### config.mk
export PLATFORM = sky130hd
export DESIGN_NAME = imm_ext_stage
export DESIGN_NICKNAME = d
export VERILOG_FILES = /design/src/rtl/imm_ext_stage.sv
export SDC_FILE = /design/constraint.sdc
export NUM_CORES = 1
export LEC_CHECK = 0
export ABC_AREA = 1
export CELL_PAD_IN_SITES_DETAIL_PLACEMENT = 1
export CELL_PAD_IN_SITES_GLOBAL_PLACEMENT = 1
export CORE_UTILIZATION = 38
export DETAILED_ROUTE_END_ITERATION = 10
export PLACE_DENSITY_LB_ADDON = 0.1
export SYNTH_ARGS = -nofsm -noshare
export SYNTH_HDL_FRONTEND = slang
export SYNTH_SLANG_ARGS = --single-unit
export TNS_END_PERCENT = 30
### constraint.sdc
create_clock -name clk -period 2.8 [get_ports clk]
set_input_delay 0.7 -clock clk [delete_from_list [all_inputs] [get_ports clk]]
set_output_delay 0.7 -clock clk [all_outputs]
set_load 0.01 [all_outputs]
### src/rtl/imm_ext_stage.sv
// Registered immediate-extension stage: decodes the immediate of a raw instruction
// word and presents it through a 2-entry skid buffer with valid/ready on both sides.
module imm_ext_stage #(
  parameter int XLEN  = 32,
  parameter int TAG_W = 5
) (
  input  logic             clk,
  input  logic             rst,
  input  logic             flush,
  input  logic             in_valid,
  output logic             in_ready,
  input  logic [31:0]      instr,
  input  logic [2:0]       imm_src,
  input  logic [TAG_W-1:0] in_tag,
  output logic             out_valid,
  input  logic             out_ready,
  output logic [XLEN-1:0]  imm_ext,
  output logic [TAG_W-1:0] out_tag,
  output logic             illegal
);

  if (!(XLEN == 32 || XLEN == 64)) begin : g_bad_xlen
    $error("imm_ext_stage: XLEN must be 32 or 64");
  end

  logic             sgn;
  logic [63:0]      ext64;
  logic [XLEN-1:0]  ext_c;
  logic             ill_c;
  logic             unused_bits;

  assign sgn = instr[31];

  // Built at 64 bits and truncated, so one decode serves both XLEN values.
  always_comb begin
    ext64 = '0;
    ill_c = 1'b0;
    case (imm_src)
      3'b000: ext64 = {{52{sgn}}, instr[31:20]};
      3'b001: ext64 = {{52{sgn}}, instr[31:25], instr[11:7]};
      3'b010: ext64 = {{51{sgn}}, sgn, instr[7], instr[30:25], instr[11:8], 1'b0};
      3'b011: ext64 = {{43{sgn}}, sgn, instr[19:12], instr[20], instr[30:21], 1'b0};
      3'b100: ext64 = {{32{sgn}}, instr[31:12], 12'b0};
      3'b101: ext64 = {59'b0, instr[19:15]};
      3'b110: ext64 = (XLEN == 64) ? {58'b0, instr[25:20]} : {59'b0, instr[24:20]};
      default: begin
        ext64 = '0;
        ill_c = 1'b1;
      end
    endcase
  end

  assign ext_c       = ext64[XLEN-1:0];
  assign unused_bits = ^{instr[6:0], ext64};

  logic             o_valid, s_valid, rdy_q;
  logic [XLEN-1:0]  o_imm, s_imm;
  logic [TAG_W-1:0] o_tag, s_tag;
  logic             o_ill, s_ill;

  logic accept, consume;
  logic load_o_from_s, load_o_in, load_s;
  logic o_valid_nxt, s_valid_nxt;

  always_comb begin
    accept        = in_valid & rdy_q;
    consume       = o_valid & out_ready;
    load_o_from_s = consume & s_valid;
    load_o_in     = accept & (~o_valid | consume);
    load_s        = accept & o_valid & ~consume;
    o_valid_nxt   = load_o_from_s | load_o_in | (o_valid & ~consume);
    s_valid_nxt   = load_s | (s_valid & ~consume);
  end

  // in_ready comes straight from rdy_q so it has no combinational input path.
  always_ff @(posedge clk) begin
    if (rst) begin
      o_valid <= 1'b0;
      s_valid <= 1'b0;
      rdy_q   <= 1'b1;
      o_imm   <= '0;
      o_tag   <= '0;
      o_ill   <= 1'b0;
      s_imm   <= '0;
      s_tag   <= '0;
      s_ill   <= 1'b0;
    end else if (flush) begin
      o_valid <= 1'b0;
      s_valid <= 1'b0;
      rdy_q   <= 1'b1;
    end else begin
      o_valid <= o_valid_nxt;
      s_valid <= s_valid_nxt;
      rdy_q   <= ~s_valid_nxt;
      if (load_o_from_s) begin
        o_imm <= s_imm;
        o_tag <= s_tag;
        o_ill <= s_ill;
      end else if (load_o_in) begin
        o_imm <= ext_c;
        o_tag <= in_tag;
        o_ill <= ill_c;
      end
      if (load_s) begin
        s_imm <= ext_c;
        s_tag <= in_tag;
        s_ill <= ill_c;
      end
    end
  end

  assign in_ready  = rdy_q;
  assign out_valid = o_valid;
  assign imm_ext   = o_imm;
  assign out_tag   = o_tag;
  assign illegal   = o_ill;

endmodule
==> flow_summary.json, run 1 <==
{
  "max-clock-path-buffers": 2,
  "netlist_instances": 536,
  "critPathKind": "input pin to register",
  "synth_fp_nets": 581,
  "ff2ff_path_depth": 8,
  "antenna_cells_inserted": 0,
  "cts.repair.resized": 0,
  "critical_path.cell_chain": "clkdlybuf4s50_1 > nor2_2 > nand2_1 > o21ai_4 > nand2_1 > nand2_1 > a21oi_1 > nor2_1",
  "netlist.top_cell.by_area": "sky130_fd_sc_hd__dfxtp_1",
  "yosysWarnings": 0,
  "port-buffer-count": 77,
  "post_synth_instance_area_sq_um": 3680,
  "tns_ns": 0,
  "synth_top_flop_cell": "sky130_fd_sc_hd__dfxtp_1",
  "fin_crit_sh_pct": 76.4,
  "syn_avg_cell_area_sq_um": 6.86,
  "ys_types": 26,
  "cts_root_cell": "sky130_fd_sc_hd__clkbuf_8",
  "dr_total_vias": 3674,
  "grt_first_pass_wirelength_mm": 17.7,
  "gr-total-overflow": 0,
  "grt_util_all_layers_pct": 22.2,
  "min-delay-path-class": "register to register",
  "critical_path.most_common_cell": "sky130_fd_sc_hd__nand2_1",
  "post_cts.repair.setup_buffers": 0,
  "final_max_slew_viol_count": 0,
  "cts_max_level": 3,
  "critical_path.startpoint_type": "input pin",
  "asyncSetResetFlopFracSynth_pct": 0,
  "grt_antenna_before_repair": 0,
  "wire_length_per_cell_after_detailed_routing_um": 14.4,
  "critical_path.slowest_cell": "sky130_fd_sc_hd__clkdlybuf4s50_1",
  "areaGrowthSynthToFinish_pct": 27.9,
  "die_area_sq_um": 10100,
  "cts_num_sinks": 79,
  "clk_lat_worst_skew_ns": 0.35,
  "clock_skew_ns": 0.0114,
  "hold_path_end": "s_tag[1]",
  "hp-start": "s_tag[1]",
  "top_level_ports": 85,
  "vias_per_cell": 5.01,
  "gpl.final_weighted_congestion": 0.774,
  "dp_hpwl_mm": 7.17,
  "final_cell_count_no_fill": 733,
  "ys_top_cells_by_area": "sky130_fd_sc_hd__dfxtp_1, sky130_fd_sc_hd__nand2_1, sky130_fd_sc_hd__o21ai_0",
  "fp.coreArea_sq_um": 9330,
  "rows": 35,
  "unrepaired_setup_endpoints_after_global_routing": "no",
  "capturing_point_of_the_worst_reg2reg_path": "imm_ext[11]",
  "critical_path_peak_fanout": 13,
  "tightest_slew_ns": 0.522,
  "length_of_the_first_detailed_routing_pass_in_iterations": 4,
  "static_leakage_nw": 1.95,
  "numPlacedInstances": 718,
  "outcome": "complete, no violations",
  "reg2reg_slack_ns": 1.19,
  "holdBufCountCts": 0,
  "synthTopCellsByCount": "sky130_fd_sc_hd__nand2_1, sky130_fd_sc_hd__nor2_1, sky130_fd_sc_hd__dfxtp_1, sky130_fd_sc_hd__o21ai_0, sky130_fd_sc_hd__a21oi_1",
  "finish.net_count": 645,
  "max_stage_delay_ns": 0.56,
  "finalSetupViolations": 0,
  "chipWidth_um": 100,
  "critical_path.reg2reg.startpoint": "out_valid",
  "ys_ff_latch": 79,
  "via_count_of_the_first_global_routing_pass": 3732,
  "final_core_util_pct": 50.4,
  "worstSetupEndpointType": "register",
  "pwr_density_cell_nw_per_um2": 516,
  "timing_hold_violations_final": 0,
  "total_wire_length_after_detailed_routing_mm": 10.6,
  "synth_enable_flop_cells": 0,
  "worst_endpoint_required_time_ns": 3.09,
  "cts_buffers": 9,
  "clk_transition_reported_paths_ns": 0.09,
  "max_freq_mhz": 467,
  "grt_start_max_net_pins": 71,
  "ir_drop_mv": 0.234,
  "worst_ep_arrival_time_ns": 2.43,
  "yosysMostFrequentCell": "sky130_fd_sc_hd__nand2_1",
  "final_layout_size_suffix_gt1_share_pct": 7.28,
  "whs_path_depth": 2,
  "synth_seq_area_share_pct": 43.0,
  "timing.slew.headroom_pct": 65.2,
  "starting_density_of_the_core_pct": 39.4,
  "detail-route-antenna-nets": 0,
  "synth_top_cell_area_share_pct": 43.0,
  "violation_count_after_the_first_detailed_route_iteration": 128,
  "die_height_um": 100,
  "drcViolationCount": 0,
  "cts_tree": "done",
  "maxCapViolCount": 0,
  "finalWorstPathRequiredPeriod_ns": 2.14
}
per-stage QoR:
stage                     instance area, sq um  setup slack [ns]  power [mW]  hold WS [ns]
after CTS                                 4700             0.665        2.46         0.455
after detailed placement                  4510             0.300        1.59         0.441
after floorplan                           3680              1.23        1.40         0.425
after global placement                    4510             0.332        1.58         0.432
final                                     4700             0.660        2.43         0.449
after global routing                      4700             0.479        2.55         0.482
how the worst max path moves through the flow:
stage | endpoint | depth (start not counted) | start
after floorplan | s_imm[11] | 7 | out_ready
after CTS | imm_ext[18] | 8 | imm_src[1]
after global routing | imm_ext[19] | 8 | imm_src[1]
final | imm_ext[18] | 8 | imm_src[1]
after detailed placement | imm_ext[18] | 8 | imm_src[1]
after global placement | imm_ext[17] | 8 | imm_src[1]
final cells by class:
cell class	instances	area [sq um]
Tap cell	129	161
Fill cell	1233	4630
Inverter	38	143
Clock buffer	10	138
Multi-Input combinational cell	384	1730
Timing Repair Buffer	88	891
Sequential cell	79	1580
Clock inverter	5	57.6
flip-flops by register name (all words and copies together) (netlist names):
signal,flops
out_valid,1
s_ill,1
out_tag,5
imm_ext,32
s_tag,5
illegal,1
s_valid,1
s_imm,32
in_ready,1
critical path: cells and delay by family:
| family | cells | cell delay [ns] |
|---|---|---|
| AOI/OAI and AO/OA | 2 | 0.23 |
| buffers and inverters | 1 | 0.56 |
| and+or+nand+nor | 5 | 0.93 |
power by group:
part / internal (mW) / total (mW) / leakage (nW) / switching (mW)
Combinational: 0.173 / 0.371 / 1.20 / 0.198
Sequential: 1.17 / 1.19 / 0.643 / 0.0220
Clock: 0.433 / 0.868 / 0.103 / 0.434
Total: 1.77 / 2.43 / 1.95 / 0.654
placed cells by master, fill, tap and decap left out:
| cell | n |
|---|---|
| sky130_fd_sc_hd__o21ai_1 | 7 |
| sky130_fd_sc_hd__nand3_1 | 31 |
| sky130_fd_sc_hd__a21boi_0 | 1 |
| sky130_fd_sc_hd__nand2_1 | 120 |
| sky130_fd_sc_hd__o211ai_1 | 2 |
| sky130_fd_sc_hd__nand2_2 | 2 |
| sky130_fd_sc_hd__nand3_2 | 1 |
| sky130_fd_sc_hd__clkdlybuf4s50_1 | 77 |
| sky130_fd_sc_hd__nor3b_1 | 1 |
| sky130_fd_sc_hd__nor2_1 | 86 |
| sky130_fd_sc_hd__clkinv_4 | 1 |
| sky130_fd_sc_hd__nand4_1 | 5 |
| sky130_fd_sc_hd__clkbuf_8 | 10 |
| sky130_fd_sc_hd__inv_6 | 1 |
| sky130_fd_sc_hd__o21a_1 | 1 |
| sky130_fd_sc_hd__buf_12 | 3 |
| sky130_fd_sc_hd__nor3_2 | 1 |
| sky130_fd_sc_hd__o21ai_0 | 68 |
| sky130_fd_sc_hd__dfxtp_1 | 79 |
| sky130_fd_sc_hd__o21ai_4 | 1 |
| sky130_fd_sc_hd__clkinv_2 | 2 |
| sky130_fd_sc_hd__o21ai_2 | 4 |
| sky130_fd_sc_hd__nor2_4 | 1 |
| sky130_fd_sc_hd__a21oi_1 | 50 |
| sky130_fd_sc_hd__bufinv_16 | 1 |
| sky130_fd_sc_hd__inv_2 | 6 |
| sky130_fd_sc_hd__buf_4 | 8 |
| sky130_fd_sc_hd__nor2_2 | 2 |
| sky130_fd_sc_hd__inv_1 | 32 |
logic make-up after synthesis:
logic type,Yosys count,share of synthesized area [%]
simple gates,250,27.8
compound gates,134,19.2
flops,79,43.0
buf+inv,73,9.94
metal layers:
| metal | wire length, um | GRT usage (%) | vias up |
|---|---|---|---|
| li1 | - | - | 1858 |
| met1 | 4810 | 26.7 | 1737 |
| met2 | 5300 | 39.9 | 67 |
| met3 | 319 | 4.46 | 12 |
| met4 | 138 | 6.13 | 0 |
| met5 | 0 | 0 | - |
No activity file was read; power rests on OpenSTA's default activity.
==> run 2, diff against run 1 <==
- CORE_UTILIZATION: 38 -> 35
- clock period: 2.8 -> 2.1 ns (I/O delays scaled with it)
==> run 2 against run 1 <==
Against the previous run: total power increased by 43%; cell count increased by 2.9%; utilization decreased by 3.2 points; die area increased by 8.4%; worst setup slack got worse by 0.38 ns; design area increased by 3.2%; via count increased by 1.2%; critical path depth decreased by 7; global-route usage decreased by 1.4 points; flip-flop and latch count unchanged; clock power increased by 59%; largest power group unchanged.
==> flow_summary.json, run 2 (synthesis results as in run 1) <==
{
  "outcome": "complete, no violations",
  "placed_area_sq_um": 4610,
  "area_taken_by_flip_flops_and_latches_sq_um": 1580,
  "top_level_ports": 85,
  "finish.net_count": 658,
  "starting_density_of_the_core_pct": 35.8,
  "critical_path.reg2reg.startpoint": "out_valid",
  "worstSetupEndpointType": "output port",
  "cp.buffers_inverters": 1,
  "cts_max_level": 3,
  "grt_start_max_net_pins": 71,
  "vias_per_cell": 4.93,
  "clock_skew_ns": 0.0105,
  "finalWorstPathRequiredPeriod_ns": 1.82,
  "final_layout_size_suffix_gt1_share_pct": 9.06,
  "die_height_um": 105,
  "gpl.final_weighted_congestion": 0.795,
  "pwr_density_cell_nw_per_um2": 715,
  "max_freq_mhz": 550,
  "wire_length_per_cell_after_detailed_routing_um": 14.3,
  "cp.depth": 1,
  "commonest_cells_after_routing_fill_and_taps_aside": "sky130_fd_sc_hd__nand2_1, sky130_fd_sc_hd__nor2_1, sky130_fd_sc_hd__dfxtp_1",
  "dr_total_vias": 3717,
  "worst_ep_arrival_time_ns": 1.29,
  "port-buffer-count": 77,
  "ir_drop_mv": 0.356,
  "ff2ff_path_depth": 7,
  "total_wire_length_after_detailed_routing_mm": 10.8,
  "rows": 37,
  "cts_root_cell": "sky130_fd_sc_hd__clkbuf_8",
  "grt_util_all_layers_pct": 20.8,
  "maxCapViolCount": 0,
  "gr-total-overflow": 0,
  "grt_first_pass_wirelength_mm": 18.1,
  "layout.filler_cells": 1347,
  "post_cts.repair.setup_buffers": 0,
  "antenna_cells_inserted": 0,
  "unrepaired_setup_endpoints_after_global_routing": "no",
  "chipWidth_um": 105,
  "static_leakage_nw": 2.02,
  "fp.coreArea_sq_um": 10300,
  "detail-route-antenna-nets": 0,
  "die_area_sq_um": 10900,
  "final_cell_count_no_fill": 754,
  "numPlacedInstances": 738,
  "critical_path.cell_chain": "clkdlybuf4s50_1",
  "finalSetupViolations": 0,
  "finalInstanceArea_sq_um": 4850,
  "via_count_of_the_first_global_routing_pass": 3723,
  "critical-path-top-delay-family": "buffers and inverters",
  "drcViolationCount": 0,
  "timing_hold_violations_final": 0,
  "grt_antenna_before_repair": 0,
  "timing.slew.headroom_pct": 66.0,
  "critical_path.slowest_cell": "sky130_fd_sc_hd__clkdlybuf4s50_1",
  "tightest_slew_ns": 0.509,
  "critical_path.startpoint_type": "register",
  "clk_transition_reported_paths_ns": 0.07,
  "holdBufCountCts": 0,
  "cts_tree": "done",
  "violation_count_after_the_first_detailed_route_iteration": 95,
  "clk_lat_worst_skew_ns": 0.36,
  "max_stage_delay_ns": 0.56,
  "dp_hpwl_mm": 7.52,
  "critical_path_peak_fanout": 4,
  "startpoint": "out_valid",
  "multiInputGateArea_sq_um": 1730,
  "capturing_point_of_the_worst_reg2reg_path": "s_tag[2]",
  "tns_ns": 0,
  "worst_endpoint_required_time_ns": 1.57,
  "fin_crit_sh_pct": 86.5,
  "critPathKind": "register to output port",
  "min-delay-path-class": "register to register",
  "cts_num_sinks": 79,
  "critical_path_destination": "out_valid",
  "cts_buffers": 9,
  "reg2reg_slack_ns": 0.55,
  "place_ws_ns": -0.0668,
  "cts.repair.resized": 0,
  "final_common_cell": "sky130_fd_sc_hd__nand2_1",
  "timing.final.ws_setup_ns": 0.283,
  "areaGrowthSynthToFinish_pct": 31.9,
  "max-clock-path-buffers": 2,
  "final.hold.worst_slack_ns": 0.451,
  "length_of_the_first_detailed_routing_pass_in_iterations": 4,
  "final_max_slew_viol_count": 0
}
## run 2: routing by layer
| layer | track usage, % | wire (um) | vias to the layer above | part of all wire [%] |
|---|---|---|---|---|
| li1 | - | - | 1882 | - |
| met1 | 26.9 | 5150 | 1770 | 48 |
| met2 | 34.5 | 5240 | 53 | 48 |
| met3 | 3.01 | 257 | 12 | 2.4 |
| met4 | 8.57 | 169 | 0 | 1.6 |
| met5 | 0 | 0 | - | 0 |
## run 2: power breakdown
part | switching [mW] | internal, mW | leakage [nW] | total [mW]
clock network | 0.584 | 0.793 | 0.114 | 1.38
logic | 0.267 | 0.242 | 1.26 | 0.509
registers | 0.0281 | 1.55 | 0.643 | 1.58
## run 2: through the flow
stage               power, mW  utilization (%)
finish                   3.47             47.2
floorplan                1.87                -
global route             3.63             47.2
global placement         2.12             44.9
CTS                      3.52             47.2
detailed placement       2.13             44.9
## run 2: area by class of cell
cell class,count,area share (%)
Timing Repair Buffer,101,20.4
Multi-Input combinational cell,384,35.7
Inverter,38,2.94
Sequential cell,79,32.6
Clock inverter,5,2.19
Clock buffer,11,2.71
Tap cell,136,3.51
## run 2: worst min path at each step
stage | end | from | cells after the start | slack (ns)
after floorplan | s_ill | s_ill | 2 | 0.42
final | s_tag[4] | s_tag[4] | 2 | 0.45
after CTS | s_ill | s_ill | 2 | 0.46
after global routing | s_ill | s_ill | 2 | 0.48
after detailed placement | s_ill | s_ill | 2 | 0.44
after global placement | s_tag[4] | s_tag[4] | 2 | 0.43
